## src/rtl/lod_denorm.sv

```systemverilog
// lod_denorm: iterative denormalizer. This block reverses the leading-zero normalization step.
// A left-normalized vector is shifted right by its leading-zero count. The shift runs through
// a binary barrel shifter, one stage per clock, MSB stage first. The shift always takes
// exactly S cycles, whatever the count is.
//
// Optional feature, selected by the macro LOD_DENORM_STICKY_EN:
//   When the macro is defined, the block adds the out_sticky port. out_sticky is the OR of
//   every bit shifted out.
//
// Ports:
//   clk        rising-edge clock
//   rst        synchronous reset, active-high
//   in_valid   input beat present
//   in_ready   block can accept a beat (high only in IDLE)
//   in_mant    normalized vector, N bits
//   in_lzc     leading-zero count, which is the right-shift amount (S bits)
//   in_vld     nonzero flag; 0 forces a zero result
//   out_valid  result present (high only in DONE)
//   out_ready  downstream accepts the result
//   out_data   denormalized vector, N bits
//   out_sticky OR of the discarded bits (only with LOD_DENORM_STICKY_EN)
//
// state | meaning
// IDLE  | waiting for a beat; in_ready=1
// SHIFT | one barrel stage per cycle, stage index k runs from S-1 down to 0
// DONE  | result held on out_data; out_valid=1 until out_ready
module lod_denorm #(
  parameter  int N = 8,
  localparam int S = $clog2(N)
) (
  input  logic         clk,
  input  logic         rst,
  input  logic         in_valid,
  output logic         in_ready,
  input  logic [N-1:0] in_mant,
  input  logic [S-1:0] in_lzc,
  input  logic         in_vld,
  output logic         out_valid,
  input  logic         out_ready,
  output logic [N-1:0] out_data
`ifdef LOD_DENORM_STICKY_EN
  ,
  output logic         out_sticky
`endif
);

  typedef enum logic [1:0] {IDLE, SHIFT, DONE} state_t;

  // A count above N-1 can only occur when N is not a power of two. The block treats that
  // case the same as a zero value.
  localparam logic [S:0] LZC_MAX = (S+1)'(N-1);

  state_t       state, state_nxt;
  logic         accept;
  logic [N-1:0] sh_reg;
  logic [S-1:0] cnt_reg;
  logic [S-1:0] k_reg;
  logic [N-1:0] stage_data;
  int           stage_amt;

  always_ff @(posedge clk) begin
    if (rst) state <= IDLE;
    else     state <= state_nxt;
  end

  always_comb begin
    state_nxt = state;
    in_ready  = 1'b0;
    out_valid = 1'b0;
    accept    = 1'b0;
    case (state)
      IDLE: begin
        in_ready = 1'b1;
        if (in_valid) begin
          accept    = 1'b1;
          state_nxt = SHIFT;
        end
      end
      SHIFT: begin
        if (k_reg == '0) state_nxt = DONE;
      end
      DONE: begin
        out_valid = 1'b1;
        if (out_ready) state_nxt = IDLE;
      end
      default: state_nxt = IDLE;
    endcase
  end

  // Current barrel stage: a shift by 2^k, applied only when count bit k is set.
  always_comb begin
    stage_amt  = 1 << k_reg;
    stage_data = sh_reg;
    if (cnt_reg[k_reg]) stage_data = sh_reg >> stage_amt;
  end

  always_ff @(posedge clk) begin
    if (rst) begin
      sh_reg  <= '0;
      cnt_reg <= '0;
      k_reg   <= '0;
    end else if (accept) begin
      sh_reg  <= (!in_vld || ({1'b0, in_lzc} > LZC_MAX)) ? '0 : in_mant;
      cnt_reg <= in_lzc;
      k_reg   <= S'(S-1);
    end else if (state == SHIFT) begin
      sh_reg  <= stage_data;
      k_reg   <= k_reg - 1'b1;
    end
  end

  assign out_data = sh_reg;

`ifdef LOD_DENORM_STICKY_EN
  logic stage_lost;
  logic sticky_reg;

  // Bits that fall off the bottom in this stage: the low 2^k bits, taken before the shift.
  always_comb begin
    stage_lost = 1'b0;
    if (cnt_reg[k_reg]) begin
      for (int i = 0; i < N; i++) begin
        if (i < stage_amt) stage_lost = stage_lost | sh_reg[i];
      end
    end
  end

  // A load that is forced to zero holds no set bits, so sticky stays 0 without extra logic.
  always_ff @(posedge clk) begin
    if (rst || accept)         sticky_reg <= 1'b0;
    else if (state == SHIFT)   sticky_reg <= sticky_reg | stage_lost;
  end

  assign out_sticky = sticky_reg;
`endif

endmodule

```

## config.mk

```make
export PLATFORM = sky130hd
export DESIGN_NAME = lod_denorm
export DESIGN_NICKNAME = d
export VERILOG_FILES = /design/src/rtl/lod_denorm.sv
export SDC_FILE = /design/constraint.sdc
export NUM_CORES = 1
export LEC_CHECK = 0
export ABC_AREA = 1
export CAP_MARGIN = 10
export CORE_UTILIZATION = 46
export CTS_BUF_LIST = sky130_fd_sc_hd__clkbuf_2
export CTS_CLUSTER_SIZE = 10
export DETAILED_ROUTE_END_ITERATION = 8
export PLACE_DENSITY_LB_ADDON = 0.05
export SLEW_MARGIN = 20
export SYNTH_ARGS = -nofsm -noshare
export SYNTH_HDL_FRONTEND = slang
export SYNTH_SLANG_ARGS = --single-unit
```

## constraint.sdc

```tcl
create_clock -name clk -period 1.7 [get_ports clk]
set_clock_uncertainty 0.1 [all_clocks]
set_input_delay 0.17 -clock clk [delete_from_list [all_inputs] [get_ports clk]]
set_output_delay 0.17 -clock clk [all_outputs]
set_load 0.01 [all_outputs]
```

==> impl_metrics.tcl <==
set metrics [dict create \
    r2r_slack_ps -80 \
    clk_pin_slew_worst_paths_ps 180 \
    cts_buffer_depth 2 \
    start_util 0.4864 \
    cts_hold_buf 0 \
    syn_inst 181 \
    holdPathStages 2 \
    synth_adder_area_share 0.05814 \
    cts_tree "yes" \
    routedWlPerCell_um 13.15 \
    p_leak_nw 0.7592 \
    crit_slowest_cell "dfxtp_4" \
    synth_cell_type_count 16 \
    largest_reg_flops 8 \
    cap_viol_max_count 0 \
    max_clock_freq_mhz 562.8 \
    hp-class "reg2reg" \
    grtUsageTotal 0.2516 \
    die_y_um 50.37 \
    status "finished, violations left" \
    worst_path_most_repeated_cell "nand2_2" \
    seqCellArea_um2 327.8 \
    ir_drop_mv 0.6428 \
    num_vias 1375 \
    drive_gt1_frac 0.2178 \
    grt_pass1_wl_um 4816 \
    finalWorstSetupSlack_ps -76.81 \
    overflow 0 \
    syn_area_per_cell_um2 5.945 \
    drt-pass1-iter-count 7 \
    synthMuxAreaShare 0 \
    rows 17 \
    worst-r2r-cell-count 12 \
    period_share 1.045 \
    grt_start_max_net_pins 13 \
    final_area_um2 1613 \
    fin_nets 247 \
    ys_warn_count 0 \
    crit_path_start "k_reg[1]$_SDFFE_PP0P_" \
    netlist.top_cell.by_area "dfxtp_1" \
    ys_ff_latch 16 \
    clockRootBuffer "clkbuf_2" \
    final_max_slew_viol_count 0 \
    synth_compound_area_frac 0.1814 \
    clk_latency_ps 290 \
    cp.required_ps 1840 \
    total_power_w 0.001250 \
    cts_made_buffers 3 \
    die_area_um2 2537 \
    boundaryPins 26 \
    antenna_found_initial 0 \
    cp.arrival_ps 1920 \
    postRouteAntennaNets 0 \
    dp_hpwl_um 2250 \
    fillers 187 \
    timing.rr.end "out_data[0]$_SDFFE_PP0P_" \
    violations "setup timing" \
    critPathKind "reg2reg" \
    slowest_delay_ps 410 \
    multi_input_area_um2 710.7 \
    ys_seq_area_frac 0.2977 \
    die_w_um 50.37 \
    synthSimpleGateAreaFrac 0.3372 \
    port_buffers 25 \
    fin_crit_ps 1777 \
    viasPerCell 5.435 \
    core_area_um2 2212 \
    synth_area_um2 1076 \
    endpoint "out_data[0]$_SDFFE_PP0P_" \
    clkSinkCount 16 \
    synth_nets 202 \
    synthXorXnorAreaFrac 0 \
    worst_slew_pin_slew_ps 354.1 \
    diodes 0 \
    synth.area.top_cells "dfxtp_1 (30%), nand2_1 (19%), inv_1 (10%)" \
    cp_cell_sequence "buf_6, ha_4, nor2_2, nand2_1, nand2_2, buf_6, nand2_2, nand2_2, nand2_2, a21oi_2, nand2_1, a21oi_1" \
    crit_path_max_fanout 5 \
    wirelength_um 3327 \
    synthToLayoutAreaGrowth_pct 49.88 \
    end_kind "flip-flop" \
    timing.rr.start "k_reg[1]$_SDFFE_PP0P_" \
    cts_max_level 1 \
    relSlewSlack 0.7637 \
    start_kind "flip-flop" \
    yosys.area.top_type_share 0.2977 \
    rsz0062_at_grt "true" \
    drtIter0Drc 40 \
    finalSetupViolCount 3 \
    grt_pass1_vias 1107 \
    utilization 0.7291 \
    place_area_um2 1440 \
    place_ws_ps -23.67 \
    gp_congestion 0.9707 \
    drc 0 \
    hold_viol 0 \
    powerDensity_nw_per_um2 774.8 \
    synth_top_family_by_area "simple AND/OR/NAND/NOR gates" \
]
-- metrics by stage --
stage / TNS, ps / hold slack [ps] / std cells
finish: -125.5 / 373.9 / 253
global route: -789.5 / 383.7 / 253
CTS: -8.988 / 368.6 / 249
detailed placement: -35.71 / 354.6 / 245
global placement: 0 / 345.5 / 245
floorplan: 0 / 139.1 / 181
-- report_power, final --
| part | internal [W] | switching (W) |
|---|---|---|
| Clock | 0.0000512 | 0.000124 |
| Combinational | 0.000278 | 0.000331 |
| Sequential | 0.000421 | 0.0000442 |
| Total | 0.000751 | 0.000499 |
-- critical path: cells and delay by family, from the launching register on --
family | cells | cell delay, ps
adder cells (fa/ha/maj) | 1 | 150
AND/OR/NAND/NOR | 7 | 550
AO/OA/AOI/OAI | 2 | 290
flip-flops | 1 | 410
buffers and inverters | 2 | 220
-- placed cells by master (no fill, tap or decap), drive strengths merged --
master / synthesis / layout
dfxtp: 16 / 16
ha: 5 / 5
dlymetal6s2s: 0 / 2
clkinv: 0 / 1
nand3: 12 / 12
nor2: 22 / 22
buf: 2 / 18
a21oi: 19 / 19
a31oi: 1 / 1
inv: 29 / 29
nand2: 55 / 55
o21ai: 18 / 18
clkdlybuf4s50: 0 / 23
nand4: 1 / 1
clkbuf: 1 / 3
-- kinds of logic (layout without fill, tap and decap cells) --
logic type,count (synthesis),count (layout)
and+or+nand+nor,90,90
AOI/OAI and AO/OA,38,38
buffers and inverters,32,76
DFF,16,16
adders and majority gates,5,5
-- routing by layer --
| metal | GRT usage | vias to the layer above | share of wire |
|---|---|---|---|
| li1 | - | 659 | - |
| met1 | 0.3235 | 614 | 0.41 |
| met2 | 0.4333 | 83 | 0.48 |
| met3 | 0.03636 | 19 | 0.072 |
| met4 | 0.06944 | 0 | 0.038 |
| met5 | 0 | - | 0 |
-- timing repair --
action	in CTS	in global routing
setup buffers	0	3
cloned	0	1
gates resized for setup	6	36
endpoints found under the setup margin	7	10
pin swaps	0	13
-- worst min path at each step --
stage / startpoint / slack [ps] / end
floorplan: rst / 140 / k_reg[1]$_SDFFE_PP0P_
CTS: rst / 370 / k_reg[1]$_SDFFE_PP0P_
global placement: cnt_reg[1]$_SDFFE_PP0N_ / 350 / cnt_reg[1]$_SDFFE_PP0N_
finish: cnt_reg[1]$_SDFFE_PP0N_ / 370 / cnt_reg[1]$_SDFFE_PP0N_
global route: in_mant[6] / 380 / out_data[6]$_SDFFE_PP0P_
detailed placement: cnt_reg[1]$_SDFFE_PP0N_ / 350 / cnt_reg[1]$_SDFFE_PP0N_
-- area by class of cell --
class / count / share of cell area
clock inverters: 1 / 0.002327
well taps: 28 / 0.02172
inverters: 29 / 0.06905
repair buffers: 43 / 0.2537
flip-flops and latches: 16 / 0.2033
clock buffers: 3 / 0.009310
multi-input cells: 133 / 0.4407
-- cells in the mapped netlist, drive strengths merged --
master and instances:
buf 2, o21ai 18, ha 5, nand2 55
nor2 22, clkbuf 1, nand3 12, dfxtp 16
a31oi 1, nand4 1, inv 29, a21oi 19
No activity file was read; power rests on OpenSTA's default activity.
